$ cat src/rtl/game_mode_ctrl.sv
// game_mode_ctrl: debounced button front-end and MENU/PLAY/PAUSE/OVER mode machine driving the VGA screen mux.
// Optional menu auto-repeat is enabled by defining GAME_MODE_CTRL_AUTOREPEAT_EN.
module game_mode_ctrl #(
  parameter int NUM_PLAYERS  = 2,
  parameter int NUM_CHOICES  = 4,
  parameter int CHOICE_W     = 2,
  parameter int DEBOUNCE_CYC = 1000000,
  parameter int REPEAT_DELAY = 50000000,
  parameter int REPEAT_RATE  = 15000000
) (
  input  logic                     sys_clk,
  input  logic                     sys_rst_n,
  input  logic [4*NUM_PLAYERS-1:0] btn_raw,
  input  logic                     exit_raw,
  input  logic                     pause_raw,
  input  logic                     game_over,
  output logic [1:0]               vga_mux,
  output logic [CHOICE_W-1:0]      choice,
  output logic [4*NUM_PLAYERS-1:0] play_btn,
  output logic                     game_start
);
  localparam int NB       = 4*NUM_PLAYERS+2;
  localparam int IX_EXIT  = 4*NUM_PLAYERS;
  localparam int IX_PAUSE = 4*NUM_PLAYERS+1;
  localparam int CW       = $clog2(DEBOUNCE_CYC+1);
  localparam logic [CW-1:0]       DB_LAST  = CW'(DEBOUNCE_CYC-1);
  localparam logic [CHOICE_W-1:0] CH_LAST  = CHOICE_W'(NUM_CHOICES-1);
  typedef enum logic [1:0] {S_MENU = 2'd0, S_PLAY = 2'd1, S_PAUSE = 2'd2, S_OVER = 2'd3} state_t;
  state_t r_state, w_next;
  logic [NB-1:0] w_raw, r_s1, r_s2, r_stable, r_stable_d, w_pulse;
  logic [CW-1:0] r_cnt [NB];
  logic [1:0] r_vga;
  logic [CHOICE_W-1:0] r_choice, w_choice_nxt;
  logic r_start, w_step_up, w_step_dn;
  assign w_raw   = {pause_raw, exit_raw, btn_raw};
  assign w_pulse = r_stable & ~r_stable_d;
  // Counter runs only while the synced level disagrees with the accepted level.
  always_ff @(posedge sys_clk or negedge sys_rst_n)
    if (!sys_rst_n) begin
      r_s1       <= '0;
      r_s2       <= '0;
      r_stable   <= '0;
      r_stable_d <= '0;
      for (int i = 0; i < NB; i++) r_cnt[i] <= '0;
    end else begin
      r_s1       <= w_raw;
      r_s2       <= r_s1;
      r_stable_d <= r_stable;
      for (int i = 0; i < NB; i++)
        if (r_s2[i] == r_stable[i]) r_cnt[i] <= '0;
        else if (r_cnt[i] == DB_LAST) begin
          r_cnt[i]    <= '0;
          r_stable[i] <= r_s2[i];
        end else r_cnt[i] <= r_cnt[i] + 1'b1;
    end
  always_comb begin
    w_next = r_state;
    case (r_state)
      S_MENU:  w_next = w_pulse[1] ? S_PLAY : S_MENU;
      S_PLAY:  w_next = w_pulse[IX_EXIT] ? S_MENU : game_over ? S_OVER : w_pulse[IX_PAUSE] ? S_PAUSE : S_PLAY;
      S_PAUSE: w_next = w_pulse[IX_EXIT] ? S_MENU : w_pulse[IX_PAUSE] ? S_PLAY : S_PAUSE;
      default: w_next = w_pulse[IX_EXIT] ? S_MENU : w_pulse[1] ? S_PLAY : S_OVER;
    endcase
  end
`ifdef GAME_MODE_CTRL_AUTOREPEAT_EN
  localparam int RMAX = (REPEAT_DELAY > REPEAT_RATE) ? REPEAT_DELAY : REPEAT_RATE;
  localparam int RW   = $clog2(RMAX+1);
  logic [RW-1:0] r_rep;
  logic r_first, w_held, w_tick;
  assign w_held = (r_state == S_MENU) && (w_next == r_state) && (r_stable[2] | r_stable[3]);
  assign w_tick = w_held && (r_rep == (r_first ? RW'(REPEAT_DELAY) : RW'(REPEAT_RATE)));
  always_ff @(posedge sys_clk or negedge sys_rst_n)
    if (!sys_rst_n) begin
      r_rep   <= '0;
      r_first <= 1'b1;
    end else if (!w_held) begin
      r_rep   <= '0;
      r_first <= 1'b1;
    end else if (w_tick) begin
      r_rep   <= RW'(1);
      r_first <= 1'b0;
    end else r_rep <= r_rep + 1'b1;
  assign w_step_up = w_pulse[2] | (w_tick & r_stable[2]);
  assign w_step_dn = w_pulse[3] | (w_tick & r_stable[3]);
`else
  localparam int unused_repeat_cfg = REPEAT_DELAY + REPEAT_RATE;
  assign w_step_up = w_pulse[2];
  assign w_step_dn = w_pulse[3];
`endif
  always_comb begin
    w_choice_nxt = r_choice;
    if (r_state == S_MENU && w_step_up && !w_step_dn) w_choice_nxt = (r_choice == '0) ? CH_LAST : r_choice - 1'b1;
    if (r_state == S_MENU && w_step_dn && !w_step_up) w_choice_nxt = (r_choice == CH_LAST) ? '0 : r_choice + 1'b1;
  end
  always_ff @(posedge sys_clk or negedge sys_rst_n)
    if (!sys_rst_n) begin
      r_state  <= S_MENU;
      r_vga    <= 2'd0;
      r_choice <= '0;
      r_start  <= 1'b0;
    end else begin
      r_state  <= w_next;
      r_vga    <= 2'(w_next);
      r_choice <= w_choice_nxt;
      r_start  <= (w_next == S_PLAY) && (r_state == S_MENU || r_state == S_OVER);
    end
  assign vga_mux    = r_vga;
  assign choice     = r_choice;
  assign game_start = r_start;
  assign play_btn   = (r_state == S_PLAY) ? w_pulse[4*NUM_PLAYERS-1:0] : '0;
endmodule

$ cat config.mk
export PLATFORM = sky130hd
export DESIGN_NAME = game_mode_ctrl
export DESIGN_NICKNAME = d
export VERILOG_FILES = /design/src/rtl/game_mode_ctrl.sv
export SDC_FILE = /design/constraint.sdc
export NUM_CORES = 1
export LEC_CHECK = 0
export CELL_PAD_IN_SITES_DETAIL_PLACEMENT = 0
export CELL_PAD_IN_SITES_GLOBAL_PLACEMENT = 2
export CORE_ASPECT_RATIO = 0.9
export CORE_MARGIN = 2
export CORE_UTILIZATION = 41
export DETAILED_ROUTE_END_ITERATION = 16
export PLACE_DENSITY_LB_ADDON = 0.1
export SLEW_MARGIN = 20
export SYNTH_ARGS = -nofsm -noshare
export SYNTH_HDL_FRONTEND = slang
export SYNTH_SLANG_ARGS = --single-unit
export TNS_END_PERCENT = 50
$ cat constraint.sdc
create_clock -name sys_clk -period 2.6 [get_ports sys_clk]
set_input_delay 0.52 -clock sys_clk [delete_from_list [all_inputs] [get_ports sys_clk]]
set_output_delay 0.52 -clock sys_clk [all_outputs]
set_load 0.005 [all_outputs]
# Yosys cells after proc, flatten, opt, wreduce, memory -nomap -nowiden
# Cells that the tools add are included.
[totals]
in_bits = 13
register_bits = 245
output_inout_bits = 13
[op_classes]
n_reduce_logical = 21
n_bitwise = 12
add_sub_neg = 12
n_eq_ne = 25
n_mux = 34
[op_table]
columns = ["operator", "count"]
rows = [
  ["$mux 20", 20],
  ["$add 20x1->20 const B", 10],
  ["$eq 20x20->1 const B", 10],
  ["$mux 2", 11],
  ["$reduce_and 2->1", 10],
  ["$and 10x10->10", 1],
  ["$eq 1x1->1", 10],
  ["$not 1->1", 10],
  ["$not 10->10", 1],
  ["$mux 8", 1],
  ["$eq 2x2->1 const B", 3],
  ["$pmux 2 s3", 1],
  ["$logic_and 1x1->1", 5],
  ["$eq 2x1->1 const B", 2],
  ["$logic_not 2->1", 2],
  ["$add 2x1->2 const B", 1],
  ["$logic_not 1->1", 2],
  ["$reduce_bool 2->1", 1],
  ["$sub 2x1->2 const B", 1],
  ["$logic_or 1x1->1", 1],
  ["$mux 1", 1],
]

# Depth between registers and ports, before layout
[depth]
depth_word = 8
ltp_mapped = 6
mapped_depth_nobuf = 6

# Least setup slack after synthesis
# No wires, ideal clock.
[synth_timing]
path_type = "register to register"
from = "register r_cnt[15] (netlist name)"
to = "register r_stable[9]"
period_less_slack_ns = 2.070
setup_slack_ns = 0.530
setup_ns = 0.125
arrival_ns = 1.945
path_buffers = 0
t_required_ns = 2.475
path_stages_with_launch = 5
cell_sequence = "dfrtp_1 > or4b_1 > or4_1 > nor2_1 > mux2_2"
[synth_via]
elab_chain_cells = 2
[synth_rtl]
columns = ["item", "line", "text"]
rows = [
  ["from (decl)", "31", "logic [CW-1:0] r_cnt [NB];"],
  ["from (signal, indexed assignment)", "54", "end else r_cnt[i] <= r_cnt[i] + 1'b1;"],
  ["$eq 20x20->1", "51", "else if (r_cnt[i] == DB_LAST) begin"],
  ["$reduce_and 2->1 (no line)", "n/a", ""],
  ["to (signal, indexed assignment)", "53", "r_stable[i] <= r_s2[i];"],
  ["to (decl)", "30", "logic [NB-1:0] w_raw, r_s1, r_s2, r_stable, r_stable_d, w_pulse;"],
]
# No other way between the ends.
# A chain may end at the register's enable or synchronous reset.

# Final worst setup path
[layout_timing]
from = "register r_stable[1]"
to = "output play_btn[1]"
[layout_via]
elab_chain_cells = 2
[layout_rtl]
columns = ["item", "line", "text"]
rows = [
  ["$and 10x10->10", "36", "assign w_pulse = r_stable & ~r_stable_d;"],
  ["$mux 8", "110", "assign play_btn = (r_state == S_PLAY) ? w_pulse[4*NUM_PLAYERS-1:0] : '0;"],
  ["to (decl)", "19", "output logic [4*NUM_PLAYERS-1:0] play_btn,"],
]
# No other way between the ends.

==> impl_metrics.tcl <==
set metrics [dict create \
    core_um2 28010 \
    diodes 0 \
    synth_edf_count 0 \
    critPathArrivalTime_ns 1.95 \
    finClkSkew_ns 0.01693 \
    crit_path_max_fanout 4 \
    run_status "finished clean" \
    totalNegativeSetupSlack_ns 0 \
    use_met1 0.2356 \
    cts_setup_buffers 0 \
    end_kind "output pin" \
    synth_warnings 0 \
    htree_num_levels 1 \
    syn2layout_area_growth_pct 16.94 \
    clock_latency_ns 0.55 \
    tightest_slew_ns 0.6303 \
    top_usage_layer "met2" \
    drt-initial-drc-count 401 \
    avgViaCountPerCell 5.315 \
    grtUsageMet3 0.02572 \
    hold_viol_final 0 \
    drc 0 \
    ys_ff_latch 245 \
    max-clock-path-buffers 3 \
    grt_usage 0.1654 \
    hp-class "reg2reg" \
    wl_per_cell_um 14.77 \
    dp.cells 1557 \
    dieWidth_um 182.1 \
    fmax_ghz 0.4047 \
    vias 8568 \
    layout-drive-gt1-share 0.09505 \
    setup_violations 0 \
    synth_area_per_cell_um2 9.892 \
    ir_worst_vdd_v 0.0004918 \
    path_cells "nor2b_1, and2_1, clkdlybuf4s50_1" \
    nets 1258 \
    synth_nets 1212 \
    hpwl_mm 15.86 \
    firstDrtPassIters 5 \
    grt_max_degree 74 \
    antenna_left 0 \
    slew_viol_final 0 \
    syn_inst 1183 \
    die_h_um 164.3 \
    criticalPathCategory "reg2out" \
    finalCritPeriodShare 0.9504 \
    start_util 0.4178 \
    cp_top_family "simple AND/OR/NAND/NOR gates" \
    first_global_vias 8327 \
    die_area_um2 29910 \
    critPathBufInv 1 \
    ys.flop_type "dfrtp_1" \
    numCtsBuffers 29 \
    row_count 58 \
    rsz0062_at_grt "false" \
    cts.sinks 245 \
    start_kind "register" \
    postSynth.asyncResetShare 1.000 \
    cts_root_buffer "clkbuf_16" \
    worst_slew_margin_rel 0.5759 \
    slowest_delay_ns 0.50 \
    io_pins 26 \
    netlist_area_um2 11700 \
    required_ns 2.08 \
    finalWirelength_mm 23.81 \
    gp_congestion 0.7756 \
    cts_tree "yes" \
    antenna_found_initial 1 \
    port_buffers 25 \
    grt_pass1_wl_mm 41.64 \
    seq_area_frac_synth 0.5239 \
    power_density_nw_per_um2 638.3 \
    overflow 0 \
    use_met2 0.2680 \
    clk_pin_slew_ns 0.06 \
    slowest_stage "clkdlybuf4s50_1" \
    instances_no_fill 1612 \
    synth.distinct_cells 45 \
    power_leakage_nw 5.638 \
    fin_crit_ns 2.471 \
    cap_violations 0 \
]
==> per-stage QoR <==
| stage | cell area, um2 | worst slack (ns) | total power [W] | util | hold slack [ns] |
|---|---|---|---|---|---|
| finish | 13680 | 0.1289 | 0.008735 | 0.4885 | 0.3469 |
| global route | 13680 | 0.02656 | 0.009106 | 0.4885 | 0.3535 |
| detailed placement | 12530 | 0.3573 | 0.004261 | 0.4473 | 0.3347 |
| global placement | 12530 | 0.3756 | 0.004260 | 0.4473 | 0.3340 |
| CTS | 13660 | 0.03027 | 0.008910 | 0.4878 | 0.3489 |
| floorplan | 11700 | 0.5305 | 0.004093 | - | 0.2244 |
==> cells by family after synthesis <==
| group | synth area share |
|---|---|
| adders and majority gates | 0.01711 |
| muxes | 0.01048 |
| xor gates and xnor gates | 0.1018 |
| AOI/OAI and AO/OA | 0.06554 |
| buffers and inverters | 0.02534 |
| and+or+nand+nor | 0.2559 |
| DFF | 0.5239 |
==> final timing paths <==
kind	start	endpoint	slack, ns	cells after the start
setup / recovery	r_stable[1]$_DFFE_PN0P_	play_btn[1]	0.13	3
hold / removal	r_s1[9]$_DFF_PN0_	r_s2[9]$_DFF_PN0_	0.35	0
setup reg to reg	r_cnt[15]$_DFF_PN0_	r_cnt[8]$_DFF_PN0_	0.34	4
hold reg to reg	r_s1[9]$_DFF_PN0_	r_s2[9]$_DFF_PN0_	0.35	0
max in group asynchronous	sys_rst_n	r_cnt[40]$_DFF_PN0_	1.36	3
min in group asynchronous	sys_rst_n	r_cnt[10]$_DFF_PN0_	0.49	2
==> Yosys cell counts, types with 26 or more instances <==
cell	count	area, um2
dfrtp_1	245	6131
or3_1	29	181.4
o21ai_0	39	195.2
inv_1	39	146.4
nand2_1	65	244.0
clkbuf_1	33	123.9
or4_1	26	195.2
nor2_1	164	615.6
nand3_1	76	380.4
nor3_1	36	180.2
nor4_1	27	168.9
xor2_1	70	613.1
nand4_1	60	375.4
xnor2_1	66	578.1
a21oi_1	53	265.3
==> final cells by class <==
type,count,area (um2)
well taps,360,450.4
repair buffers,52,520.5
inverters,39,146.4
flip-flops and latches,245,6131
clock inverters,17,275.3
multi-input cells,862,5335
fillers,2635,14330
clock buffers,37,825.8
==> layout by cell type, fill, tap and decap left out, types with 8 or more instances in the layout <==
| cell type | count |
|---|---|
| or4_1 | 26 |
| nand4_1 | 60 |
| and3_1 | 20 |
| and2_1 | 10 |
| xnor2_1 | 66 |
| mux2_2 | 10 |
| o21ai_0 | 38 |
| a21oi_1 | 53 |
| dfrtp_1 | 245 |
| or3_1 | 29 |
| clkbuf_16 | 29 |
| inv_1 | 38 |
| o31ai_1 | 17 |
| nor2_1 | 163 |
| nor3_1 | 36 |
| o31ai_2 | 8 |
| nand3_1 | 76 |
| nor4_1 | 27 |
| xor2_1 | 70 |
| ha_1 | 15 |
| nand2_1 | 65 |
| nor4b_1 | 8 |
| buf_4 | 22 |
| clkdlybuf4s50_1 | 18 |
| and4_1 | 12 |
==> registers in the layout, indices dropped and copies added (netlist names) <==
register / flops
r_s1: 10
r_s2: 10
game_start: 1
r_cnt: 200
choice: 2
vga_mux: 2
r_stable_d: 10
r_stable: 10
==> routing by layer <==
metal	up-vias	share of wire
li1	4296	-
met1	4170	0.51
met2	76	0.45
met3	26	0.028
met4	0	0.016
met5	-	0
==> timing repair <==
item / in CTS / in global routing
hold buffers: 1 / 0
resized for setup: 6 / 8
pin swaps: 0 / 0
hold endpoints to repair: 48 / 0
setup endpoints to repair: 7 / 7
==> worst register-to-register path: cells and delay by family, from the launching register on <==
family             cells  cell delay, ns
DFF                    1            0.41
and+or+nand+nor        3            1.23
AOI/OAI and AO/OA      1            0.48
==> power by group <==
part           internal (W)  switching, W
clock network       0.00293       0.00162
registers           0.00387     0.0000548
logic             0.0000872      0.000171
total               0.00689       0.00185
No activity file was read; power rests on OpenSTA's default activity.
